## config.mk

```make
export PLATFORM = sky130hd
export DESIGN_NAME = core_prefetch_flat
export DESIGN_NICKNAME = d
export VERILOG_FILES = /design/src/rtl/core_prefetch_pkg.sv /design/src/rtl/core_prefetch_if.sv /design/src/rtl/core_prefetch_fifo.sv /design/src/rtl/core_prefetch.sv /design/src/flat_wrapper.sv
export SDC_FILE = /design/constraint.sdc
export NUM_CORES = 1
export LEC_CHECK = 0
export BUFFER_PORTS_ARGS = -buffer_cell sky130_fd_sc_hd__buf_2
export CAP_MARGIN = 5
export CORE_MARGIN = 1
export CORE_UTILIZATION = 50
export CTS_CLUSTER_SIZE = 14
export DETAILED_ROUTE_END_ITERATION = 6
export HOLD_SLACK_MARGIN = 0.08
export PLACE_DENSITY = 0.7
export SLEW_MARGIN = 20
export SYNTH_ARGS = -nofsm -noshare
export SYNTH_HDL_FRONTEND = slang
export SYNTH_SLANG_ARGS = --single-unit
```

## constraint.sdc

```tcl
create_clock -name clk -period 2.55 [get_ports clk]
set_input_delay 0.51 -clock clk [delete_from_list [all_inputs] [get_ports clk]]
set_output_delay 0.51 -clock clk [all_outputs]
set_load 0.1 [all_outputs]
```

## src/rtl/core_prefetch_pkg.sv

```systemverilog
// ---------------------------------------------------------------------------
// core_prefetch_pkg
//   Shared types for the instruction prefetch queue.
//   word           : 32-bit instruction word
//   ptr            : 30-bit word address
//   prefetch_entry : one queue slot {insn, pc}
//   ptr_inc        : 30-bit word address increment (wraps 3FFFFFFF -> 0)
// ---------------------------------------------------------------------------
package core_prefetch_pkg;

  typedef logic [31:0] word;
  typedef logic [29:0] ptr;

  typedef struct packed {
    word insn;
    ptr  pc;
  } prefetch_entry;

  function automatic ptr ptr_inc(input ptr p);
    return p + 30'd1;
  endfunction

endpackage

```

## src/rtl/core_prefetch_if.sv

```systemverilog
// ---------------------------------------------------------------------------
// core_prefetch_if
//   Instruction bus between the prefetch queue (master) and memory (slave).
//   fetch      : read request, held until fetched
//   fetch_addr : word address, stable while fetch=1
//   fetched    : one-cycle acknowledge, fetch_data valid this cycle
//   fetch_data : returned instruction word
// ---------------------------------------------------------------------------
interface core_prefetch_if;
  import core_prefetch_pkg::*;

  logic fetch;
  ptr   fetch_addr;
  logic fetched;
  word  fetch_data;

  modport master (
    output fetch,
    output fetch_addr,
    input  fetched,
    input  fetch_data
  );

  modport slave (
    input  fetch,
    input  fetch_addr,
    output fetched,
    output fetch_data
  );

endinterface

```

## src/rtl/core_prefetch_fifo.sv

```systemverilog
// ---------------------------------------------------------------------------
// core_prefetch_fifo
//   Circular buffer of prefetch_entry, 2**ORDER entries deep.
//   clk, rst_n   : clock, async active-low reset
//   push_i       : write wr_entry_i at the tail (ignored when full)
//   pop_i        : drop the head entry (ignored when empty)
//   flush_i      : empty the buffer; overrides push and pop
//   wr_entry_i   : entry to push
//   head_o       : current head entry (content meaningless when empty)
//   empty_o      : no entries stored
//   count_o      : number of stored entries, 0..2**ORDER
// ---------------------------------------------------------------------------
module core_prefetch_fifo
  import core_prefetch_pkg::*;
#(
  parameter int ORDER = 2
) (
  input  logic          clk,
  input  logic          rst_n,
  input  logic          push_i,
  input  logic          pop_i,
  input  logic          flush_i,
  input  prefetch_entry wr_entry_i,
  output prefetch_entry head_o,
  output logic          empty_o,
  output logic [ORDER:0] count_o
);

  localparam int DEPTH = (32'sd1 << ORDER);
  localparam logic [ORDER-1:0] PTR_ONE  = ORDER'(1'b1);
  localparam logic [ORDER:0]   CNT_ONE  = (ORDER+1)'(1'b1);
  localparam logic [ORDER:0]   CNT_FULL = {1'b1, {ORDER{1'b0}}};

  prefetch_entry    mem_q [DEPTH];
  logic [ORDER-1:0] wr_q;
  logic [ORDER-1:0] rd_q;
  logic [ORDER:0]   count_q;

  logic push_ok;
  logic pop_ok;

  // Guard against over/underflow even though the FSM never requests either.
  always_comb begin
    push_ok = push_i && (count_q != CNT_FULL);
    pop_ok  = pop_i && (count_q != '0);
  end

  // Storage, pointers and occupancy count.
  always_ff @(posedge clk or negedge rst_n) begin
    if (!rst_n) begin
      for (int i = 0; i < DEPTH; i++) begin
        mem_q[i] <= '0;
      end
      wr_q    <= '0;
      rd_q    <= '0;
      count_q <= '0;
    end else if (flush_i) begin
      wr_q    <= '0;
      rd_q    <= '0;
      count_q <= '0;
    end else begin
      if (push_ok) begin
        mem_q[wr_q] <= wr_entry_i;
        wr_q        <= wr_q + PTR_ONE;
      end
      if (pop_ok) begin
        rd_q <= rd_q + PTR_ONE;
      end
      case ({push_ok, pop_ok})
        2'b10:   count_q <= count_q + CNT_ONE;
        2'b01:   count_q <= count_q - CNT_ONE;
        default: count_q <= count_q;
      endcase
    end
  end

  assign head_o  = mem_q[rd_q];
  assign empty_o = (count_q == '0);
  assign count_o = count_q;

endmodule

```

## src/rtl/core_prefetch.sv

```systemverilog
// ---------------------------------------------------------------------------
// core_prefetch
//   Instruction prefetch queue feeding the decode stage. Issues sequential
//   word fetches, buffers returned words with their PCs, and flushes /
//   refetches on a PC redirect.
//   clk, rst_n    : clock, async active-low reset
//   stall_i       : decode not accepting this cycle
//   flush_i       : redirect; queue and in-flight fetch become void
//   target_i      : word address to resume at on flush
//   insn_o        : head instruction word
//   insn_pc_o     : word address of insn_o
//   insn_valid_o  : head entry is valid
//   bus           : instruction bus, master side
// ---------------------------------------------------------------------------
module core_prefetch
  import core_prefetch_pkg::*;
#(
  parameter int ORDER    = 2,
  parameter ptr RESET_PC = 30'd0
) (
  input  logic clk,
  input  logic rst_n,
  input  logic stall_i,
  input  logic flush_i,
  input  ptr   target_i,
  output word  insn_o,
  output ptr   insn_pc_o,
  output logic insn_valid_o,
  core_prefetch_if.master bus
);

  localparam logic [ORDER:0] CNT_ONE  = (ORDER+1)'(1'b1);
  localparam logic [ORDER:0] CNT_FULL = {1'b1, {ORDER{1'b0}}};

  typedef enum logic [1:0] {
    S_IDLE    = 2'd0,
    S_FETCH   = 2'd1,
    S_DISCARD = 2'd2
  } state_e;

  state_e state_q, state_d;
  ptr     addr_q, addr_d;     // request address in FETCH/DISCARD, next address in IDLE
  ptr     redir_q, redir_d;   // pending redirect target while the voided request drains

  logic           push;
  logic           pop;
  logic [ORDER:0] count;
  logic [ORDER:0] count_after;
  logic           empty;
  prefetch_entry  head;
  prefetch_entry  wr_entry;

  core_prefetch_fifo #(.ORDER(ORDER)) u_fifo (
    .clk        (clk),
    .rst_n      (rst_n),
    .push_i     (push),
    .pop_i      (pop),
    .flush_i    (flush_i),
    .wr_entry_i (wr_entry),
    .head_o     (head),
    .empty_o    (empty),
    .count_o    (count)
  );

  // Next state, address counter and queue control.
  always_comb begin
    state_d  = state_q;
    addr_d   = addr_q;
    redir_d  = redir_q;
    push     = 1'b0;
    wr_entry = '{insn: bus.fetch_data, pc: addr_q};
    pop      = !empty && !stall_i && !flush_i;
    // Occupancy after this cycle's push (if any) and pop.
    count_after = count + CNT_ONE - (pop ? CNT_ONE : '0);

    case (state_q)
      S_IDLE: begin
        if (flush_i) begin
          state_d = S_FETCH;
          addr_d  = target_i;
        end else if (count < CNT_FULL) begin
          state_d = S_FETCH;
        end else begin
          state_d = S_IDLE;
        end
      end
      S_FETCH: begin
        if (flush_i) begin
          if (bus.fetched) begin
            // Response arrives with the redirect: drop it, no drain needed.
            state_d = S_FETCH;
            addr_d  = target_i;
          end else begin
            // Request cannot be withdrawn; hold it and drain the response.
            state_d = S_DISCARD;
            redir_d = target_i;
          end
        end else if (bus.fetched) begin
          push    = 1'b1;
          addr_d  = ptr_inc(addr_q);
          state_d = (count_after < CNT_FULL) ? S_FETCH : S_IDLE;
        end else begin
          state_d = S_FETCH;
        end
      end
      S_DISCARD: begin
        if (bus.fetched) begin
          state_d = S_FETCH;
          addr_d  = flush_i ? target_i : redir_q;
        end else if (flush_i) begin
          redir_d = target_i;
        end else begin
          state_d = S_DISCARD;
        end
      end
      default: begin
        state_d = S_IDLE;
        addr_d  = RESET_PC;
      end
    endcase
  end

  // FSM and address registers.
  always_ff @(posedge clk or negedge rst_n) begin
    if (!rst_n) begin
      state_q <= S_IDLE;
      addr_q  <= RESET_PC;
      redir_q <= RESET_PC;
    end else begin
      state_q <= state_d;
      addr_q  <= addr_d;
      redir_q <= redir_d;
    end
  end

  assign bus.fetch      = (state_q != S_IDLE);
  assign bus.fetch_addr = addr_q;
  assign insn_valid_o   = !empty;
  assign insn_o         = head.insn;
  assign insn_pc_o      = head.pc;

endmodule

```

## src/flat_wrapper.sv

```systemverilog
// flat-port wrapper written by rule: the top's interface ports become plain ports
module core_prefetch_flat import core_prefetch_pkg::*;
#(
  parameter int ORDER    = 2,
  parameter ptr RESET_PC = 30'd0
)
  (clk, rst_n, stall_i, flush_i, target_i, insn_o, insn_pc_o, insn_valid_o, bus_fetch, bus_fetch_addr, bus_fetched, bus_fetch_data);
  core_prefetch_if bus_i ();
  input  logic clk;
  input  logic rst_n;
  input  logic stall_i;
  input  logic flush_i;
  input  ptr target_i;
  output word insn_o;
  output ptr insn_pc_o;
  output logic insn_valid_o;
  output wire logic [$bits(bus_i.fetch)-1:0] bus_fetch;
  output wire logic [$bits(bus_i.fetch_addr)-1:0] bus_fetch_addr;
  input wire logic [$bits(bus_i.fetched)-1:0] bus_fetched;
  input wire logic [$bits(bus_i.fetch_data)-1:0] bus_fetch_data;
  assign bus_fetch = bus_i.fetch;
  assign bus_fetch_addr = bus_i.fetch_addr;
  assign bus_i.fetched = bus_fetched;
  assign bus_i.fetch_data = bus_fetch_data;
  core_prefetch #(.ORDER(ORDER), .RESET_PC(RESET_PC)) u_core (.clk(clk), .rst_n(rst_n), .stall_i(stall_i), .flush_i(flush_i), .target_i(target_i), .insn_o(insn_o), .insn_pc_o(insn_pc_o), .insn_valid_o(insn_valid_o), .bus(bus_i));
endmodule
```

==> flow_metrics.env <==
export IMPL_hold_class="input pin to flip-flop"
export IMPL_ant_nets=0
export IMPL_dr_wl_met3_mm=2.10
export IMPL_cp_end_kind="primary output"
export IMPL_critPathArrivalTime_ps=2110
export IMPL_vias=10200
export IMPL_crit_fanout=7
export IMPL_clk_pin_slew_worst_paths_ps=60
export IMPL_synth_edff_count=0
export IMPL_cp_start_kind="flip-flop"
export IMPL_status="finished with violations"
export IMPL_yosys_register_bits=317
export IMPL_core_um2=29600
export IMPL_synth_yosys_seq_area_share_pct=52.6
export IMPL_cts_buffers=36
export IMPL_ioPinCount=161
export IMPL_min_period_ps=2620
export IMPL_drt_met1_wl_mm=15.8
export IMPL_relSlewSlack_pct=65.5
export IMPL_yosysWarnings=0
export IMPL_r2r_start="u_core.bus.fetch_addr[11]"
export IMPL_root_buffer="clkbuf_16"
export IMPL_finalHoldViolCount=0
export IMPL_viasPerCell=5.95
export IMPL_fp_dieH_um=176
export IMPL_worstReg2RegEnd="u_core.bus.fetch_addr[27]"
export IMPL_critPathSlowestCell="dfrtp_4"
export IMPL_first_iter_violations=776
export IMPL_setup_viol=34
export IMPL_fin_setup_tns_ps=-1710
export IMPL_violations="setup timing"
export IMPL_overflow=0
export IMPL_rows=63
export IMPL_mappedNetlistArea_um2=15100
export IMPL_synth_fp_nets=1191
export IMPL_dr_wl_met2_mm=17.6
export IMPL_reg2regPathDepth=5
export IMPL_netlist_instances=1116
export IMPL_finalCritPeriodShare_pct=103
export IMPL_dp_final_hpwl_mm=23.5
export IMPL_cap_violations=0
export IMPL_gp_congestion=0.864
export IMPL_clockBufferDepth=3
export IMPL_grtUsageTotal_pct=23.8
export IMPL_routed_wl_mm=36.3
export IMPL_fmax_mhz=382
export IMPL_clock_skew_ps=17.3
export IMPL_rsz0062_at_grt="true"
export IMPL_worstSetupPathType="flip-flop to primary output"
export IMPL_synth_cell_types=58
export IMPL_numPortBuffers=160
export IMPL_worstPathRequired_ps=2040
export IMPL_slowest_delay_ps=470
export IMPL_nNetsFinal=1369
export IMPL_num_antenna_cells=0
export IMPL_avgSynthCellArea_um2=13.5
export IMPL_worstHoldEndpoint="u_core.redir_q[12]"
export IMPL_grt_max_degree=65
export IMPL_drc=0
export IMPL_highest_layer="met4"
export IMPL_crit_chain="buf_4 > buf_4 > buf_12 > mux4_2 > buf_6"
export IMPL_die_area_um2=30800
export IMPL_area_delta_synth_final_pct=22.1
export IMPL_crit_family="buffers and inverters"
export IMPL_holdPathStages=2
export IMPL_drive_gt1_share_pct=48.1
export IMPL_hp_start="target_i[12]"
export IMPL_cp_buffers_inverters=4
export IMPL_start_util_pct=50.9
export IMPL_tightest_slew_ps=521
export IMPL_antenna_found_initial=0
export IMPL_crit_top_cell="buf_4"
export IMPL_cts_sinks=317
export IMPL_clk_insertion_delay_late_ps=520
export IMPL_die_w_um=176
export IMPL_fin_ws_ps=-66.0
export IMPL_wl_per_cell_um=21.3
export IMPL_r2r_slack_ps=250
export IMPL_cts_tree="done"
export IMPL_async_flop_share_pct=100
export IMPL_grt_first_pass_wirelength_mm=57.7
export IMPL_grt_pass1_vias=10300
export IMPL_synth_flop_cell="dfrtp_1"
export IMPL_drt_pre_antenna_iters=5
export IMPL_cts_max_level=2
export IMPL_final_max_slew_viol_count=0
logic make-up (layout without fill, tap and decap cells):
group,after synthesis,in the layout,share of synthesized area (%)
flip-flops,317,317,52.6
AND/OR/NAND/NOR,164,164,5.45
adder cells (fa/ha/maj),10,10,0.797
multiplexers,352,352,30.7
buffers and inverters,110,310,3.10
AO/OA/AOI/OAI,143,143,6.13
XOR/XNOR,20,20,1.16
state kept, by name, indices dropped and copies added, names as in the netlist:
signal	cells
u_core.u_fifo.count_o	3
u_core.redir_q	30
u_core.u_fifo.mem_q	248
u_core.u_fifo.wr_q	2
u_core.bus.fetch_addr	30
u_core.state_q	2
u_core.u_fifo.rd_q	2
cells in the mapped netlist (all sizes together) (5+ instances only):
library cell  instances  area share (%)
clkbuf               44             1.1
o221ai               12            0.70
nor4                  8            0.33
mux2i                26             1.7
nor3                 25            0.83
a21o                  5            0.25
mux2                264              20
xor2                  6            0.35
ha                    8            0.66
inv                  13            0.32
buf                  52             1.6
and3                  5            0.21
nor2                 20            0.50
a221oi                6            0.35
o211ai                6            0.30
mux4                 62             9.3
nand2                57             1.4
dfrtp               317              53
a21oi                30             1.0
nand4                10            0.51
xnor2                14            0.81
o21ai                51             1.7
nand3                19            0.63
placed cells by master, fill, tap and decap left out, types with 6 or more instances in the layout:
cell         n
clkbuf_8     6
mux4_2      62
buf_2       96
ha_1         8
nor4_1       8
mux2_2     264
o221ai_1    12
buf_4       59
nand4_1      9
xnor2_1     14
buf_6       54
o21ai_0     51
nor2_1      19
a221oi_1     6
clkbuf_1    12
o211ai_1     6
dfrtp_2     13
nor3_1      25
buf_12      18
dfrtp_1    303
nand2_1     53
inv_1       13
a21oi_1     29
nand3_1     19
xor2_1       6
mux2i_1     26
clkbuf_16   40
area by class of cell:
cell class	count	area, um^2
Fill cell	2312	11200
Multi-Input combinational cell	689	6710
Clock buffer	56	1080
Inverter	14	52.6
Clock inverter	4	62.6
Sequential cell	317	7950
Tap cell	390	488
Timing Repair Buffer	236	2060
stage by stage:
stage	cells	hold slack (ps)	area (um^2)	setup slack (ps)	util [%]
after global placement	1630	456	16700	337	56.2
final	1706	248	18400	-66.0	62.1
after floorplan	1116	214	15100	-64.3	-
after global routing	1706	251	18400	-112	62.1
after CTS	1697	234	18200	-100	61.6
after detailed placement	1630	468	16700	314	56.2
timing repair:
item                                    in CTS  in global routing
hold endpoints to repair                    51                  0
resized for setup                          116                 11
cloned                                       1                  2
setup buffers                                5                  7
hold buffers                                 1                  0
endpoints found under the setup margin      63                 62
layer usage:
layer | vias up | GRT usage, %
met3 | 60 | 4.24
met5 | - | 0
met2 | 365 | 38.7
met1 | 5215 | 33.4
met4 | 0 | 5.76
li1 | 4511 | -
worst max path at each step:
stage | from | endpoint | depth (start not counted)
after global routing | u_core.u_fifo.rd_q[0] | insn_pc_o[27] | 5
final | u_core.u_fifo.rd_q[0] | insn_pc_o[27] | 5
after detailed placement | u_core.bus.fetch_addr[11] | u_core.bus.fetch_addr[27] | 5
after floorplan | u_core.bus.fetch_addr[9] | u_core.bus.fetch_addr[27] | 5
after global placement | u_core.u_fifo.rd_q[0] | insn_pc_o[29] | 3
after CTS | u_core.u_fifo.rd_q[0] | insn_o[16] | 3
worst reg2reg max path: stages, from the launching register on:
cell	delay (ps)
dfrtp_2	550
nand4_4	190
or3_1	470
or4_1	570
a21o_1	180
a22o_1	220
Power is not shown: default switching activity piles up to over one toggle a cycle in this logic, so the estimate is an artifact.
